**config.mk**
```make
export PLATFORM = sky130hd
export DESIGN_NAME = ram_bist
export DESIGN_NICKNAME = d
export VERILOG_FILES = /design/src/rtl/ram_bist.sv
export SDC_FILE = /design/constraint.sdc
export NUM_CORES = 1
export LEC_CHECK = 0
export ABC_AREA = 1
export CAP_MARGIN = 5
export CORE_AREA = 2 2 72 74
export DETAILED_ROUTE_END_ITERATION = 16
export DIE_AREA = 0 0 74 76
export PLACE_DENSITY = 0.74
export RECOVER_POWER = 25
export SYNTH_ARGS = -nofsm -noshare
export SYNTH_HDL_FRONTEND = slang
export SYNTH_SLANG_ARGS = --single-unit
```
**constraint.sdc**
```tcl
create_clock -name clk -period 5.1 [get_ports clk]
set_input_delay 0.765 -clock clk [delete_from_list [all_inputs] [get_ports clk]]
set_output_delay 0.765 -clock clk [all_outputs]
set_load 0.05 [all_outputs]
```
**src/rtl/ram_bist.sv**
```systemverilog
// rtl/ram_bist.sv - four-phase pattern BIST initiator for the single-port ram
module ram_bist #(
    parameter int          DEPTH = 128,
    parameter logic [7:0]  SEED  = 8'h00
) (
    input  logic       clk,
    input  logic       reset,
    input  logic       start,
    output logic       cs,
    output logic       we,
    output logic       oe,
    output logic [7:0] address,
    output logic [7:0] data_in,
    input  logic [7:0] data_out,
    output logic       busy,
    output logic       done,
    output logic       pass,
    output logic       fail_valid,
    output logic [7:0] fail_addr,
    output logic [7:0] err_count
);

    typedef enum logic [2:0] {ST_IDLE, ST_WR0, ST_RD0, ST_WR1, ST_RD1, ST_DONE} state_t;

    localparam logic [8:0] LAST  = 9'(DEPTH - 1);
    localparam logic [8:0] DRAIN = 9'(DEPTH);

    state_t     state, state_next;
    logic [8:0] cnt, cnt_next;
    logic       issue;
    logic [7:0] pattern;
    logic       cmp_valid;
    logic [7:0] cmp_addr;
    logic [7:0] cmp_exp;
    logic       start_accept;
    logic       hit;
    logic [7:0] err_next;

    assign start_accept = start && (state == ST_IDLE || state == ST_DONE);
    assign hit          = cmp_valid && (data_out != cmp_exp);
    assign err_next     = (hit && err_count != 8'hFF) ? err_count + 8'd1 : err_count;

    always_comb begin
        state_next = state;
        cnt_next   = cnt;
        cs         = 1'b0;
        we         = 1'b0;
        oe         = 1'b0;
        address    = 8'h00;
        data_in    = 8'h00;
        busy       = 1'b0;
        issue      = 1'b0;
        // Inverse pattern in the second write/read pair
        pattern    = (state == ST_WR1 || state == ST_RD1) ? ~(cnt[7:0] ^ SEED)
                                                          : (cnt[7:0] ^ SEED);
        case (state)
            ST_IDLE, ST_DONE: begin
                if (start) begin
                    state_next = ST_WR0;
                    cnt_next   = 9'd0;
                end
            end
            ST_WR0, ST_WR1: begin
                busy    = 1'b1;
                cs      = 1'b1;
                we      = 1'b1;
                address = cnt[7:0];
                data_in = pattern;
                if (cnt == LAST) begin
                    cnt_next   = 9'd0;
                    state_next = (state == ST_WR0) ? ST_RD0 : ST_RD1;
                end else begin
                    cnt_next = cnt + 9'd1;
                end
            end
            ST_RD0, ST_RD1: begin
                busy = 1'b1;
                if (cnt == DRAIN) begin
                    cnt_next   = 9'd0;
                    state_next = (state == ST_RD0) ? ST_WR1 : ST_DONE;
                end else begin
                    cs       = 1'b1;
                    oe       = 1'b1;
                    address  = cnt[7:0];
                    issue    = 1'b1;
                    cnt_next = cnt + 9'd1;
                end
            end
            default: state_next = ST_IDLE;
        endcase
    end

    always_ff @(posedge clk) begin
        if (reset) begin
            state      <= ST_IDLE;
            cnt        <= 9'd0;
            cmp_valid  <= 1'b0;
            cmp_addr   <= 8'h00;
            cmp_exp    <= 8'h00;
            done       <= 1'b0;
            pass       <= 1'b0;
            fail_valid <= 1'b0;
            fail_addr  <= 8'h00;
            err_count  <= 8'h00;
        end else begin
            state     <= state_next;
            cnt       <= cnt_next;
            // Read data arrives one cycle after issue; carry its context along
            cmp_valid <= issue;
            cmp_addr  <= address;
            cmp_exp   <= pattern;
            if (start_accept) begin
                done       <= 1'b0;
                pass       <= 1'b0;
                fail_valid <= 1'b0;
                fail_addr  <= 8'h00;
                err_count  <= 8'h00;
            end else begin
                err_count <= err_next;
                if (hit && !fail_valid) begin
                    fail_valid <= 1'b1;
                    fail_addr  <= cmp_addr;
                end
                if (state == ST_RD1 && cnt == DRAIN) begin
                    done <= 1'b1;
                    pass <= (err_next == 8'h00);
                end
            end
        end
    end

endmodule
```
==> flow_metrics.py <==
metrics = {
    "clock_network": {
        "root_buffer": "clkbuf_8",
        "post_cts_buffers": 0,
        "insertion_delay_ns": 0.30,
        "cts.clk_slew.worst_paths_ns": 0.09,
        "cts.sinks": 48,
        "cts_max_level": 2,
        "ctsHoldBuffers": 0,
        "cts_buffers": 5,
        "clockBufferDepth": 2,
        "cts_tree": "built",
        "cts_resized": 0,
    },
    "synthesis": {
        "synthMuxAreaShare": 0,
        "ys_seq_area_frac": 0.4083,
        "synth-seq-cells": 48,
        "ys_types": 32,
        "synth_simple_gate_area_frac": 0.3174,
        "synth_top_family_by_area": "simple AND/OR/NAND/NOR gates",
        "synth_top_area_frac": 0.4083,
        "synth_compound_area_frac": 0.09942,
        "yosys-top-cells-area": "dfxtp_1 41%, nand2_1 11%, nor2_1 8.8%",
        "synth_nets": 351,
        "synth.cell_area_um2": 2354,
        "yosysWarnings": 0,
        "synth-edff-count": 0,
        "yosysTopAreaCell": "dfxtp_1",
        "yosysMostFrequentCell": "nand2_1",
        "netlist_instances": 337,
        "async_reset_ff_frac": 0,
        "synthAdderAreaFrac": 0.01595,
        "synth_xor_xnor_area_share": 0.05210,
        "avgSynthCellArea_um2": 6.984,
        "synth_top_flop_cell": "dfxtp_1",
        "ys_top_cells_by_count": "66 x nand2_1, 55 x nor2_1, 50 x inv_1",
    },
    "critical_path": {
        "worstSetupEndpointType": "output port",
        "rr_endpoint": "cnt[6]",
        "cp_num_cells": 8,
        "worst_setup_path_start_kind": "flop",
        "worstRegToRegCells": 9,
        "critPathMaxStageDelay_ns": 0.74,
        "worst-path-buf-inv": 2,
        "critPathArrivalTime_ns": 2.85,
        "crit_type": "reg2out",
        "cp.required_ns": 4.34,
        "critical-path-slowest-cell": "clkdlybuf4s50_1",
        "rrSetupSlack_ns": 2.85,
        "cp_cell_sequence": "inv_1 -> ha_1 -> nand4_1 -> nor2_1 -> nor2_1 -> nor2_1 -> nor2_1 -> clkdlybuf4s50_1",
        "cp_max_fo": 16,
        "cp_common_cell": "nor2_1",
        "path_delay_family": "simple AND/OR/NAND/NOR gates",
        "r2r-start": "cnt[1]",
    },
    "timing": {
        "relSlewSlack": 0.4236,
        "fin_crit_sh": 0.7083,
        "period_minus_slack_ns": 3.612,
        "setup_viol": 0,
        "max_freq_ghz": 0.2768,
        "tightest_slew_ns": 0.8614,
        "skew_ns": 0.007599,
        "slew_violations": 0,
        "rsz0062_at_grt": "false",
        "hold_viol_final": 0,
        "fin_tns_setup_ns": 0,
        "holdWs_ns": 0.4520,
    },
    "flow_run": {
        "drv_cap": 0,
    },
    "run_status": {
        "run_status": "finished clean",
    },
    "min_path": {
        "min-delay-start": "fail_addr[0]",
        "holdPathStages": 2,
        "hold_path_class": "reg2reg",
        "whs_endpoint": "fail_addr[0]",
    },
    "global_routing": {
        "grt_pass1_wl_mm": 9.045,
        "grt_max_degree": 23,
        "grt_pass1_vias": 2006,
        "grt_overflow_total": 0,
        "antenna_found_initial": 0,
        "track_usage": 0.2027,
    },
    "routing": {
        "remaining_drc_errors": 0,
        "firstDrtPassIters": 4,
        "first_iter_violations": 72,
        "routed_via_density": 4.722,
        "num_vias": 2158,
        "routedWlPerCell_um": 11.59,
        "antenna_left": 0,
        "drt_wl_total_mm": 5.297,
    },
    "power_and_ir_drop": {
        "leakagePower_nw": 1.190,
        "ir_drop_uv": 292.7,
        "p_per_area_nw_per_um2": 478.7,
    },
    "floorplanning": {
        "io_pins": 50,
        "die_height_um": 76,
        "fp.coreArea_um2": 4912,
        "die_area_um2": 5624,
        "start_util": 0.4791,
        "row_count": 26,
        "die_w_um": 74,
    },
    "placement": {
        "dp_hpwl_mm": 4.016,
        "gp_congestion": 0.8910,
        "port-buffer-count": 49,
    },
    "layout": {
        "area_growth_pct": 26.74,
        "nNetsFinal": 400,
        "antennaDiodeCount": 0,
        "ff_latch_area_um2": 960.9,
        "multi_input_area_um2": 1116,
        "fillers": 451,
        "final_layout_size_suffix_gt1_frac": 0.06718,
        "fin_util": 0.6072,
    },
}
worst max path at each step:
stage	start	endpoint	slack, ns
6_report	cnt[1]	address[2]	1.49
5_1_grt	cnt[1]	address[6]	1.21
4_1_cts	cnt[1]	address[2]	1.46
3_5_place_dp	cnt[1]	address[2]	1.84
3_3_place_gp	cnt[1]	address[3]	1.91
2_1_floorplan	cnt[0]	address[0]	1.93
worst min-delay path: cells and delay by family, from the launching register on:
kind	cells	cell delay, ns
AO/OA/AOI/OAI	1	0.05
buffers and inverters	1	0.05
flip-flops	1	0.32
final cells by class:
class / count / share of cell area
Multi-Input combinational cell: 224 / 0.3742
Clock buffer: 6 / 0.02433
Timing Repair Buffer: 49 / 0.1644
Clock inverter: 2 / 0.01174
Tap cell: 70 / 0.02936
Sequential cell: 48 / 0.3221
Inverter: 58 / 0.07383
flip-flops by register name (all words and copies together) (netlist names):
name        cells
cmp_valid       1
state           3
cnt             9
err_count       8
fail_addr       8
pass            1
cmp_addr        8
done            1
cmp_exp         8
fail_valid      1
cell families after synthesis:
kind of cell             after synthesis
AND/OR/NAND/NOR                      168
XOR/XNOR                              14
buffers and inverters                 65
AO/OA/AOI/OAI                         39
adder cells (fa/ha/maj)                3
flip-flops                            48
through the flow:
stage / power (mW) / cells / worst slack, ns / instance area (um2)
finish: 1.428 / 457 / 1.488 / 2983
detailed placement: 1.181 / 449 / 1.841 / 2900
global route: 1.521 / 457 / 1.208 / 2983
CTS: 1.448 / 457 / 1.460 / 3008
floorplan: 1.000 / 337 / 1.932 / 2354
global placement: 1.176 / 449 / 1.914 / 2900
routing by layer:
metal / GRT usage / part of all wire
met4: 0.07273 / 0.018
met3: 0.04762 / 0.052
met1: 0.2683 / 0.47
met2: 0.3188 / 0.46
met5: 0 / 0
power by group:
group	internal (mW)	switching (mW)	total [mW]
registers	0.430	0.0463	0.476
logic	0.204	0.481	0.684
clock network	0.146	0.122	0.267
layout by cell type, fill, tap and decap left out, types with 2 or more instances in the layout:
| cell type | synthesis | routed |
|---|---|---|
| a21oi_1 | 13 | 14 |
| a21oi_2 | 4 | 4 |
| clkbuf_8 | 0 | 5 |
| clkdlybuf4s50_1 | 0 | 48 |
| dfxtp_1 | 48 | 48 |
| ha_1 | 3 | 3 |
| inv_1 | 50 | 51 |
| inv_2 | 6 | 5 |
| nand2_1 | 66 | 66 |
| nand2_2 | 3 | 3 |
| nand2_4 | 2 | 2 |
| nand3_1 | 9 | 9 |
| nand4_1 | 13 | 13 |
| nor2_1 | 55 | 57 |
| nor3_1 | 11 | 12 |
| o21ai_0 | 12 | 15 |
| o21ai_1 | 5 | 3 |
| xnor2_1 | 6 | 6 |
| xor2_1 | 8 | 8 |
Power figures use the tool's default switching activity.
